`src/rtl/bg_pixel_fifo.sv`:
```
// Background pixel FIFO: buffers fetched tile-row slices, drops SCX fine-scroll
// pixels at line start and streams BGP-mapped shades to the LCD, one per clock.
module bg_pixel_fifo #(
    parameter int DEPTH      = 16,
    parameter int LINE_WIDTH = 160
) (
    input  logic       clk,
    input  logic       reset_n,
    input  logic       lcd_en,
    input  logic       line_start,
    input  logic [2:0] scx_fine,
    input  logic [7:0] bgp,
    input  logic       push_valid,
    input  logic [7:0] push_lo,
    input  logic [7:0] push_hi,
    output logic       push_ready,
    input  logic       stall,
    output logic       pix_valid,
    output logic [1:0] pix_shade,
    output logic [7:0] pix_x,
    output logic       line_done
);

    localparam int PW = $clog2(DEPTH);
    localparam int CW = $clog2(DEPTH + 1);
    localparam logic [CW-1:0] READY_MAX = CW'(DEPTH - 8);
    localparam logic [CW-1:0] PUSH_N    = CW'(8);
    localparam logic [PW-1:0] RD_LAST   = PW'(DEPTH - 1);
    localparam logic [PW-1:0] WR_LAST   = PW'(DEPTH - 8);
    localparam logic [7:0]    X_LAST    = 8'(LINE_WIDTH - 1);

    typedef enum logic [1:0] {IDLE, DISCARD, OUTPUT} state_t;

    state_t          state, state_nxt;
    logic [1:0]      mem [DEPTH];
    logic [CW-1:0]   count, count_nxt;
    logic [PW-1:0]   rd_ptr, wr_ptr;
    logic [2:0]      disc;
    logic [7:0]      pop_x;
    logic            push_fire, pop_fire, out_pop, last_pop, disc_done, flush;

    function automatic logic [1:0] bgp_map(input logic [7:0] pal, input logic [1:0] idx);
        return pal[{idx, 1'b0} +: 2];
    endfunction

    // A line_start flushes the buffer, so a push in that cycle is dropped.
    assign push_ready = lcd_en && (count <= READY_MAX);
    assign push_fire  = push_valid && push_ready && !line_start;
    assign pop_fire   = lcd_en && !line_start && (state != IDLE) && (count != '0) && !stall;
    assign out_pop    = pop_fire && (state == OUTPUT);
    assign last_pop   = out_pop && (pop_x == X_LAST);
    assign disc_done  = pop_fire && (state == DISCARD) && (disc == 3'd1);
    assign flush      = line_start || last_pop;
    assign count_nxt  = count + (push_fire ? PUSH_N : '0) - (pop_fire ? CW'(1) : '0);

    always_comb begin
        state_nxt = state;
        if (line_start)
            state_nxt = (scx_fine != 3'd0) ? DISCARD : OUTPUT;
        else if (disc_done)
            state_nxt = OUTPUT;
        else if (last_pop)
            state_nxt = IDLE;
    end

    // p0: buffer control, pop issue
    always_ff @(posedge clk or negedge reset_n) begin
        if (!reset_n) begin
            state     <= IDLE;
            count     <= '0;
            rd_ptr    <= '0;
            wr_ptr    <= '0;
            disc      <= '0;
            pop_x     <= '0;
            pix_valid <= 1'b0;
            pix_shade <= '0;
            pix_x     <= '0;
            line_done <= 1'b0;
        end else if (!lcd_en) begin
            state     <= IDLE;
            count     <= '0;
            rd_ptr    <= '0;
            wr_ptr    <= '0;
            disc      <= '0;
            pop_x     <= '0;
            pix_valid <= 1'b0;
            pix_shade <= '0;
            pix_x     <= '0;
            line_done <= 1'b0;
        end else begin
            state <= state_nxt;
            if (flush) begin
                count  <= '0;
                rd_ptr <= '0;
                wr_ptr <= '0;
            end else begin
                count <= count_nxt;
                if (pop_fire)
                    rd_ptr <= (rd_ptr == RD_LAST) ? '0 : rd_ptr + PW'(1);
                if (push_fire)
                    wr_ptr <= (wr_ptr == WR_LAST) ? '0 : wr_ptr + PW'(8);
            end
            if (line_start)
                disc <= scx_fine;
            else if (pop_fire && state == DISCARD)
                disc <= disc - 3'd1;
            if (flush)
                pop_x <= '0;
            else if (out_pop)
                pop_x <= pop_x + 8'd1;
            // p1: registered pixel output
            pix_valid <= out_pop;
            line_done <= last_pop;
            if (out_pop)
                pix_shade <= bgp_map(bgp, mem[rd_ptr]);
            if (out_pop)
                pix_x <= pop_x;
            else if (line_start || line_done)
                pix_x <= '0;
        end
    end

    // Write pointer is always slice-aligned, so the 8 entries never straddle the wrap.
    always_ff @(posedge clk) begin
        if (push_fire) begin
            for (int i = 0; i < 8; i++)
                mem[wr_ptr + PW'(i)] <= {push_hi[3'(7 - i)], push_lo[3'(7 - i)]};
        end
    end

endmodule

```
`config.mk`:
```
export PLATFORM = sky130hd
export DESIGN_NAME = bg_pixel_fifo
export DESIGN_NICKNAME = d
export VERILOG_FILES = /design/src/rtl/bg_pixel_fifo.sv
export SDC_FILE = /design/constraint.sdc
export NUM_CORES = 1
export LEC_CHECK = 0
export CORE_MARGIN = 2
export CORE_UTILIZATION = 44
export CTS_CLUSTER_SIZE = 30
export DETAILED_ROUTE_END_ITERATION = 10
export PLACE_DENSITY = 0.68
export SYNTH_ARGS = -nofsm -noshare
export SYNTH_HDL_FRONTEND = slang
export SYNTH_SLANG_ARGS = --single-unit
```
`constraint.sdc`:
```
create_clock -name clk -period 6.3 [get_ports clk]
set_clock_uncertainty 0.15 [all_clocks]
set_input_delay 1.89 -clock clk [delete_from_list [all_inputs] [get_ports clk]]
set_output_delay 1.89 -clock clk [all_outputs]
set_load 0.01 [all_outputs]
```
# After elaboration in Yosys (flattened, before gate mapping)
# Memories as Yosys holds them, arrays and structs flattened.
# Cells that the tools add are included.
word_totals:
  reg_bits: 38
  ram_bits: 32
  inputBits: 33
  out_inout_bits: 13
  wordCells: 89
  mem_count: 1
classes:
  n_addsub: 13
  order_cmp: 1
  n_eq_ne: 13
  n_shift: 1
  n_mux: 32
  n_reduce_logical: 18
mem_list:
  columns: ["memory", "words", "word_bits", "rd", "rd_ports_with_merged_regs", "write_ports", "line_no", "rtl"]
  rows:
  - ["mem", 16, 2, 1, 0, 8, "35", "logic [1:0] mem [DEPTH];"]
ops:
  columns: ["op", "count"]
  rows:
  - ["2-to-1 mux 8 bit", 6]
  - ["2-to-1 mux 4 bit", 9]
  - ["adder 4 x 3 -> 4 bit, second input constant", 4]
  - ["inequality test 3 x 1 -> 1 bit, second input constant", 5]
  - ["2-to-1 mux 2 bit", 7]
  - ["logical AND 1 bit", 11]
  - ["2-to-1 mux 5 bit", 2]
  - ["2-to-1 mux 3 bit", 3]
  - ["adder 4 x 1 -> 4 bit, second input constant", 2]
  - ["adder 4 x 2 -> 4 bit, second input constant", 2]
  - ["adder 8 x 1 -> 8 bit, second input constant", 1]
  - ["== test 4 bit, second input constant", 2]
  - ["== test 8 bit, second input constant", 1]
  - ["indexed part select 8 x 4 -> 2 bit", 1]
  - ["adder 5 x 4 -> 5 bit", 1]
  - ["<= comparator 5 x 4 -> 1 bit, second input constant", 1]
  - ["2-to-1 mux 1 bit", 5]
  - ["nonzero test 5 bit", 1]
  - ["subtractor 5 x 1 -> 5 bit", 1]
  - ["adder 4 bit, second input constant", 1]
  - ["inequality test 4 x 1 -> 1 bit, second input constant", 1]
  - ["== test 3 x 1 -> 1 bit, second input constant", 1]
  - ["nonzero test 3 bit", 1]
  - ["subtractor 3 x 1 -> 3 bit, second input constant", 1]
  - ["other kinds (6)", 8]

# Depth between registers and ports, before layout
# Gate-level depths: netlist of run 1.
logic_depth:
  word_depth: 11
  ltp_mapped: 11
  ltp_nobuf: 9

# Worst setup path after synthesis of run 1
# No wires, ideal clock.
synth_path:
  path_type: "input -> output"
  start: "in lcd_en"
  end: "out push_ready"
  arrival_time_ns: 2.191
  required_ns: 4.260
  slack_ns: 2.069
  path_stages: 2
  path_buffers: 1
  path_cell_list: "buf_4 and2_1"
synth_between:
  elab_chain_cells: 1
synth_lines:
  columns: ["item", "line_no", "rtl"]
  rows:
  - ["start: declaration", "9", "input logic lcd_en,"]
  - ["logical AND 1 bit", "47", "assign push_ready = lcd_en && (count <= READY_MAX);"]
  - ["end: declaration", "16", "output logic push_ready,"]
# Every way passes these cells.

# Worst setup path after layout of run 1
# Same ends and word-level chain as after synthesis.

==> metrics, run 1 <==
Top FF cell, synth dfrtp_1; type of origin of the critical path primary input; Antenna Nets Post-Route 0; Min-Delay Endpoint pix_x[7]; Die H 84.8 um; Filler cells 561; Hold Path Depth 1; worst reg2reg path depth 5; Reg2Reg Setup Slack 3.78 ns; Avg WL per Cell 14.3 um; largest net degree at the start of global routing 36; most frequent cells in the layout 37 x clkdlybuf4s50_1, 35 x dfrtp_1, 21 x nor2_1; drc violations 0; commonest non-fill, non-tap cell in the layout clkdlybuf4s50_1; HP Start pix_x[7]; Final Hold Vio Count 0; post-place setup slack 1.08 ns; crit path kind in2out; clock latency on the worst-skew pair 0.32 ns; RR Startpoint count[1]; Ys Warns 0; vias in the first global route 1858; detailed placement HPWL 3.66 mm; status complete, no violations; worst-path maximum fanout 10; share of layout cells above drive strength 1 0.127; TritonCTS buffer count 5; crit end category primary output; Buffers on Ports 37; Top Ports 46; CTS Sinks 55; max_cap viols 0; routability cong. roughly 0.82; Cell variety after synth 55; CTS tree yes; final setup fails 0; Async S/R FF share, synth 0.636; fmax 191 MHz; register area 1480 sq um; final-stage net count around 320; Die X 84.8 um; # hold bufs at CTS 0; Critical Path AT 3.19 ns; number of max-slew violations in the final report 0; minimum clock period 5.23 ns; core area 6350 sq um; pwr/cell area roughly 210 nW/um^2; RSZ-0062 raised after global routing false; period utilization 0.831; Worst Path Required 4.26 ns; num rows 29; initial antenna violation count 0; cts repair resizes 0; Pleak around 1.3 nW; post-synthesis sequential area ratio 0.513; syn_area_per_cell 12.1 sq um; Synth Instances 238; register bit total from synthesis 55; min-delay worst type reg2reg; Setup Buffers After CTS 0; first-pass GRT wire length 8.91 mm; worst slew pin tran between 0.9 and 1 ns; DR vias 1888; clk buf depth 2; Post-synth EDFFs 20; First DRT Iteration DRCs 135; die area approximately 7200 sq um; starting density of the core 0.453; Max-Slew Margin vs Limit 0.372; Clock transition at path regs 0.11 ns; clk root buf clkbuf_8; Syn Std Cell Area between 2000 and 3000 sq um; Power Total around 0.72 mW; First-pass DRT Iterations 4; Setup WS post-layout approximately 1.1 ns; setup TNS 0 ns; grt ovf 0; Syn-to-layout area delta 18.0%; global-route usage over all layers 0.156; Worst VDD drop 97.7 uV; Multi-input gate area about 1300 sq um; vias per cell 5.36; DRT Wirelength about 5.0 mm; Crit Reg-Reg Endpoint mem[5][0]; CTS H-tree depth 2; number of diodes 0
report_power, final:
| group | internal (mW) | total [mW] | switching (mW) | leakage [nW] |
|---|---|---|---|---|
| sequential | 0.386 | 0.394 | 0.00855 | 0.668 |
| combinational | 0.0589 | 0.119 | 0.0604 | 0.633 |
| clock | 0.0808 | 0.203 | 0.122 | 0.0489 |
how the worst max path moves through the flow:
stage	slack, ns	end	startpoint	cells after the start
2_1_floorplan	2.07	push_ready	lcd_en	2
3_3_place_gp	1.06	push_ready	lcd_en	4
3_5_place_dp	1.08	push_ready	lcd_en	4
4_1_cts	1.06	push_ready	lcd_en	4
5_1_grt	0.99	push_ready	lcd_en	4
6_report	1.07	push_ready	lcd_en	4
synthesized netlist by cell type (2+ instances only):
cell type  count  area, sq um
dfrtp_1       35          876
nor3_1         3         15.0
mux2i_1       13          130
and3_1         4         25.0
xnor2_1        6         52.6
a22o_1        10         87.6
ha_1           9          113
nand3_1        4         20.0
o21ai_0       10         50.1
xor2_1         3         26.3
a21oi_1        4         20.0
and2_1         2         12.5
edfxtp_1      20          601
mux2_2        13          146
nor2b_1        3         18.8
nand2_1       12         45.0
nand2b_1       4         25.0
buf_2          3         15.0
nor3b_1        2         15.0
clkbuf_1       7         26.3
nor2_2         2         12.5
buf_4          2         15.0
mux4_1         2         52.6
inv_1         14         52.6
nor2_1        21         78.8
layout make-up:
type / count / share of cell area
Sequential cell: 55 / 0.435
Clock inverter: 3 / 0.00664
Multi-Input combinational cell: 159 / 0.380
Tap cell: 77 / 0.0284
Timing Repair Buffer: 39 / 0.114
Clock buffer: 5 / 0.0203
Inverter: 14 / 0.0155
registers in the layout, summed over array words and instances (netlist names):
register	cells
pix_valid	1
line_done	1
mem	20
state	2
wr_ptr	1
pop_x	8
disc	3
rd_ptr	4
pix_shade	2
pix_x	8
count	5
through the flow:
step	hold slack (ns)	area, sq um	utilization	instances
global route	0.378	3390	0.534	352
floorplan	0.329	2890	-	241
finish	0.354	3390	0.534	352
global placement	0.333	3300	0.520	344
detailed placement	0.336	3300	0.520	344
CTS	0.364	3390	0.534	352
critical path: stages:
cell and delay, ns:
clkdlybuf4s50_1 0.45, buf_4 0.17, and2_1 0.15, clkdlybuf4s50_1 0.53
kinds of logic (layout without fill, tap and decap cells):
family,count (synthesis),in the layout,share of synthesized area
adders and majority gates,10,10,0.0461
buffers and inverters,27,61,0.0418
other,1,4,0.00130
muxes,29,29,0.122
xor gates and xnor gates,9,9,0.0274
DFF,55,55,0.513
AOI/OAI and AO/OA,43,43,0.130
and+or+nand+nor,64,64,0.118
per-layer routing:
| layer | global-route usage | vias up | part of all wire |
|---|---|---|---|
| met5 | 0 | - | 0 |
| met4 | 0.0476 | 0 | 0.0083 |
| met3 | 0.0331 | 6 | 0.042 |
| met2 | 0.229 | 40 | 0.44 |
| met1 | 0.234 | 913 | 0.51 |
| li1 | - | 929 | - |
No activity file was read; power rests on OpenSTA's default activity.
==> run 2, diff against run 1 <==
--- a/config.mk
+++ b/config.mk
@@ -9,7 +9,7 @@
 export CORE_UTILIZATION = 44
 export CTS_CLUSTER_SIZE = 30
 export DETAILED_ROUTE_END_ITERATION = 10
-export PLACE_DENSITY = 0.68
+export PLACE_DENSITY = 0.7
 export SYNTH_ARGS = -nofsm -noshare
 export SYNTH_HDL_FRONTEND = slang
 export SYNTH_SLANG_ARGS = --single-unit
==> constraint.sdc (replaced) <==
create_clock -name clk -period 4.47 [get_ports clk]
set_clock_uncertainty 0.15 [all_clocks]
set_input_delay 1.341 -clock clk [delete_from_list [all_inputs] [get_ports clk]]
set_output_delay 1.341 -clock clk [all_outputs]
set_load 0.01 [all_outputs]
==> metrics, run 2 (same netlist as run 1, synthesis figures left out) <==
status complete, no violations; detailed placement HPWL 3.85 mm; max reg flops 20; vias in the first global route 1869; Setup WS post-layout 0.470 ns; Most flops, register mem; Slowest cell on crit path clkdlybuf4s50_1; clk buf depth 2; routability cong. 0.843; core area 6350 sq um; Filler cells 544; share of layout cells above drive strength 1 0.140; Antenna Nets Post-Route 0; final setup fails 0; Syn-to-layout area delta 18.9%; Pleak 1.37 nW; CTS H-tree depth 2; number of max-slew violations in the final report 0; First DRT Iteration DRCs 122; First-pass DRT Iterations 6; commonest non-fill, non-tap cell in the layout clkdlybuf4s50_1; drc violations 0; crit path cell chain clkdlybuf4s50_1 > and2_1 > clkdlybuf4s50_1; Worst Path Required 2.98 ns; max_cap viols 0; Final Hold Vio Count 0; worst slew pin tran between 0.6 and 0.7 ns; type of origin of the critical path primary input; Buffers on Ports 37; Power Total 1.00 mW; Setup Buffers After CTS 0; die area 7200 sq um; first-pass GRT wire length 8.65 mm; initial antenna violation count 0; fin util 0.538; Post-DP Area around 3300 sq um; clk root buf clkbuf_8; post-place setup slack 0.465 ns; Die X 84.8 um; most frequent cells in the layout 37 x clkdlybuf4s50_1, 35 x dfrtp_1, 21 x nor2_1; CTS Sinks 55; largest registers mem: 20 flops, pix_x: 8 flops, pop_x: 8 flops; setup TNS 0 ns; Worst VDD drop 141 uV; num rows 29; clock latency on the worst-skew pair 0.31 ns; number of diodes 0; global-route usage over all layers 0.151; most used cell, CP clkdlybuf4s50_1; Clock transition at path regs 0.10 ns; fmax 250 MHz; # hold bufs at CTS 0; starting density of the core 0.453; vias per cell roughly 5.4; final instance area 3420 sq um; Sw Pwr 0.263 mW; slowest cell delay on critical path 0.54 ns; CTS tree yes; TritonCTS buffer count 5; Top Ports 46; Max-Slew Margin vs Limit 0.579; Avg WL per Cell 14.6 um; DR vias 1924; minimum clock period 4.00 ns; Switching Fraction 0.263; internal power ~0.74 mW; DRT Wirelength 5.19 mm; largest net degree at the start of global routing 36; Critical Path AT 2.51 ns; crit path kind in2out; Finished Layout Cells 356; crit end category primary output; RSZ-0062 raised after global routing false; clock network fraction of total power 0.274; final-stage net count 321; Sequential Power Share 0.554; CP top delay family buffers and inverters; worst-path maximum fanout 2; Die H approximately 85 um; grt ovf 0; CP bufs+invs 2; cts repair resizes 0; pwr/cell area 293 nW/um^2; min-delay worst type reg2reg; placed insts 348; final hold slack 0.357 ns; Logic pwr share 0.172; period utilization 0.895
==> run 2: changes by cell type in the layout (fill, tap and decap cells not counted), sizes merged <==
cell / before / now
buf: 2 / 6
clkinv: 1 / 2
inv: 16 / 15
==> run 2: final timing paths <==
| check | from | to | slack [ns] | cells past startpoint |
|---|---|---|---|---|
| worst max-delay path | lcd_en | push_ready | 0.47 | 3 |
| worst min-delay path | pix_x[6] | pix_x[6] | 0.36 | 1 |
| worst max register to register | count[1] | count[4] | 1.94 | 9 |
| worst min register to register | pix_x[6] | pix_x[6] | 0.36 | 1 |
| max in group asynchronous | reset_n | pix_shade[1] | 2.56 | 2 |
| min in group asynchronous | reset_n | pix_x[6] | 1.27 | 2 |
==> run 2: layout make-up <==
cell class                      count  area [sq um]  area share
Sequential cell                    55          1480       0.432
Multi-Input combinational cell    159          1290       0.377
Timing Repair Buffer               43           415       0.122
Tap cell                           77          96.3      0.0282
Clock buffer                        5          68.8      0.0201
Inverter                           14          52.6      0.0154
Clock inverter                      3          18.8     0.00549
==> run 2: power groups by stage <==
stage | Sequential, mW | Clock [mW] | Combinational (mW)
floorplan | 0.563 | 0 | 0.117
global placement | 0.565 | 0 | 0.170
detailed placement | 0.566 | 0 | 0.174
CTS | 0.555 | 0.284 | 0.175
global route | 0.557 | 0.300 | 0.190
finish | 0.555 | 0.275 | 0.172
==> run 2: per-layer routing <==
metal,up-vias,GRT usage,part of all wire
li1,935,-,-
met1,922,0.198,0.46
met2,58,0.248,0.47
met3,9,0.0340,0.050
met4,0,0.0534,0.021
met5,-,0,0
==> RTL change 1 (config.mk and constraints of run 2) <==
Re-encode `state_t` (3 states) as one-hot, 3 bits wide.
--- a/src/rtl/bg_pixel_fifo.sv
+++ b/src/rtl/bg_pixel_fifo.sv
@@ -31,3 +31,3 @@
 
-    typedef enum logic [1:0] {IDLE, DISCARD, OUTPUT} state_t;
+    typedef enum logic [2:0] {IDLE = 3'b001, DISCARD = 3'b010, OUTPUT = 3'b100} state_t;
 
Formal check against the unedited RTL: no difference found for any inputs over 10 cycles, from zero or initial values and one cycle with reset_n low; not proved beyond that.
==> RTL change 1 against run 2 <==
Cell area increased by 4.2%. Hold slack improved by 0.0027 ns. Synthesized area increased by 3.3%. Count of clock-buffer cells in the layout increased by 2. Clock power increased by 31%. Routed wire length increased by 3.1%. Sequential share of layout area decreased by 1.0 points. Power increased by 16%. Sequential cell count increased by 1. Critical path depth unchanged. Combinational power increased by 28%. Setup slack got worse by 0.080 ns. Highest routed layer unchanged.
==> RTL change 1: results (changes against run 2) <==
metric,value,unit,change
clkSinkCount,56,,+1.8%
wirelength,5.35,mm,+3.1%
n_all_buffers,44,,+2.3%
timing.rr.end,count[3],,
viasPerCell,5.48,,+1.5%
dieArea,0.00742,mm²,+3.2%
worst_slew_pin_slew,0.651,ns,+0.0202 ns
post-place-ws,0.403,ns,-0.0617 ns
inverters,15,,+1
synth.area.mux_share,9.27,%,-3.0 points
drt_first_iter_violations,98,,-20%
r2r_cells,11,,+2
dp_hpwl,3.92,mm,+1.8%
reg2reg_setup_slack,1.90,ns,-0.04 ns
fillers,529,,-2.8%
whs_endpoint,pix_x[2],,
internal-power,0.868,mW,+17%
synthAdderAreaFrac,4.47,%,-0.15 points
regArea,0.00150,mm²,+1.8%
use_met2,25.2,%,+0.46 points
grt_pass1_vias,2010,,+7.5%
yosys-top-cells-count,"35 x dfrtp_1, 20 x edfxtp_1, 20 x nor2_1",,
placed_area,0.00343,mm²,+3.1%
nets,331,,+3.1%
total_leakage_power,1.43,nW,+4.1%
async_reset_ff_share,64.3,%,+0.65 points
drt_pass1_iterations,4,,-2
synthCells,247,,+3.8%
fin_area,0.00356,mm²,+4.2%
r2r-start,count[2],,
min-delay-start,pix_x[2],,
ir_worst_vdd,0.180,mV,+28%
fin_cells,366,,+2.8%
synth-xor-area-share,3.24,%,+0.50 points
synth_compound_area_share,15.5,%,+2.5 points
multi_input_area_share,38.1,%,+0.34 points
worst_ep_arrival_time,2.59,ns,+0.08 ns
outcome,"complete, no violations",,
p_comb,0.220,mW,+28%
yosysUniqueCellTypes,60,,+9.1%
netSwitchingFraction,25.3,%,-0.98 points
grt.total_usage,15.8,%,+0.75 points
gp_congestion,0.845,,+0.26%
synth_area_leaders,"dfrtp_1 29%, edfxtp_1 20%, mux2_2 4.5%, ha_1 3.8%, nor2_1 2.5%",,
grt.met1_usage,22.3,%,+2.5 points
grt_max_degree,37,,+2.8%
==> RTL change 1: worst max-delay path, stage by stage <==
cell	delay, ns
clkdlybuf4s50_1	0.52
and2_1	0.18
clkdlybuf4s50_1	0.54
==> RTL change 1: kinds of logic after synthesis <==
logic type	count (synthesis)
adder cells (fa/ha/maj)	10
other	1
XOR/XNOR	11
flip-flops	56
AND/OR/NAND/NOR	67
multiplexers	21
buffers and inverters	28
AO/OA/AOI/OAI	53
==> RTL change 1: worst max-delay path by stage <==
stage,start,to,slack [ns],cells past startpoint
floorplan,lcd_en,push_ready,1.14,2
global placement,lcd_en,push_ready,0.40,3
detailed placement,lcd_en,push_ready,0.40,3
CTS,lcd_en,push_ready,0.38,3
global route,lcd_en,push_ready,0.34,3
finish,lcd_en,push_ready,0.39,3
==> RTL change 1: per-layer routing <==
layer	share of wire (%)	wire length [µm]	vias to the layer above
met2	46	2470	49
li1	-	-	987
met1	49	2620	964
met4	1.3	71	0
met3	3.5	189	7
met5	0	0	-
==> RTL change 2 (settings of run 2) <==
Without the edit above. Change the parameter `DEPTH` from 16 to 64.
--- a/src/rtl/bg_pixel_fifo.sv
+++ b/src/rtl/bg_pixel_fifo.sv
@@ -3,3 +3,3 @@
 module bg_pixel_fifo #(
-    parameter int DEPTH      = 16,
+    parameter int DEPTH      = 64,
     parameter int LINE_WIDTH = 160
Function: changed (Yosys sat finds a counterexample within 4 cycles, from zero or initial values and one cycle with reset_n low).
==> RTL change 2 against run 2 <==
First-iteration DRC count is 75% higher. Power is 100% higher. Sequential cell count increased by 52. Cell area increased by 88%. Synthesized cell count increased by 89%. Synthesized area up 96%. Routed wire length rose by 120%. Count of clock-buffer cells in the layout up 6. Setup slack lost 0.072 ns.
==> RTL change 2: results (changes against run 2) <==
metric,value,unit,change
met2_length,5.81,mm,+140%
outcome,"complete, no violations",,
wirelength,11.3,mm,+120%
buf_share,7.07,%,-5.1 points
clock_power_share,36.0,%,+8.6 points
total_leakage_power,2.38,nW,+74%
viasPerCell,5.42,,+0.34%
die_x,117,µm,+38%
clock_buffers,11,,+6
gp_congestion,0.844,,+0.18%
reg_top3,"mem x66, pix_x x8, pop_x x8",,
inverters,23,,+9
dp_cells,645,,+85%
ys_seq_area_share,53.4,%,+2.1 points
use_met3,4.58,%,+1.2 points
grt.met1_usage,22.6,%,+2.8 points
fillers,1100,,+100%
clk_share,4.06,%,+1.5 points
dp_hpwl,7.90,mm,+110%
p_comb,0.201,mW,+17%
grt_max_degree,42,,+17%
crit_fanout,6,,+4
slowest_delay,0.56,ns,+0.02 ns
placed_area,0.00618,mm²,+86%
post-place-ws,0.110,ns,-0.355 ns
cts-root-buf,clkbuf_16,,
multi_input_area_share,37.5,%,-0.24 points
seq_cells,107,,+95%
path_clk_slew,0.07,ns,-0.03 ns
use_met2,30.5,%,+5.7 points
dr_wl_met3,539,µm,+110%
avgSynthCellArea,12.5,µm²,+3.8%
yosysUniqueCellTypes,58,,+5.5%
grt_pass1_vias,3528,,+89%
yosys-top-cells-count,"66 x edfxtp_1, 43 x mux2_2, 41 x dfrtp_1",,
regArea,0.00301,mm²,+100%
clk_latency,0.35,ns,+0.04 ns
[RTL change 2: changes by cell type in the layout (fill, tap and decap cells not counted), moves of 14 or more]
cell / delta
edfxtp_1: +46
nand3_1: +14
mux2_2: +30
nor2_1: +15
nand2_1: +21
[RTL change 2: cells by family after synthesis]
group,count (synthesis),synth area share [%]
mux,78,18.5
fa+ha+maj,16,3.69
other cells,1,0.0666
buf+inv,49,3.69
flops,107,53.4
compound gates,53,6.69
xor+xnor,12,1.87
simple gates,133,12.0
[RTL change 2: final timing paths]
kind                       startpoint         end  slack, ns  cells after the start
max                            lcd_en  push_ready       0.40                      3
min                          pix_x[4]    pix_x[4]       0.35                      2
max reg2reg                  count[4]    count[5]       1.20                     14
min reg2reg                  pix_x[4]    pix_x[4]       0.35                      2
max in group asynchronous     reset_n    pop_x[5]       2.62                      1
min in group asynchronous     reset_n    count[3]       0.97                      1
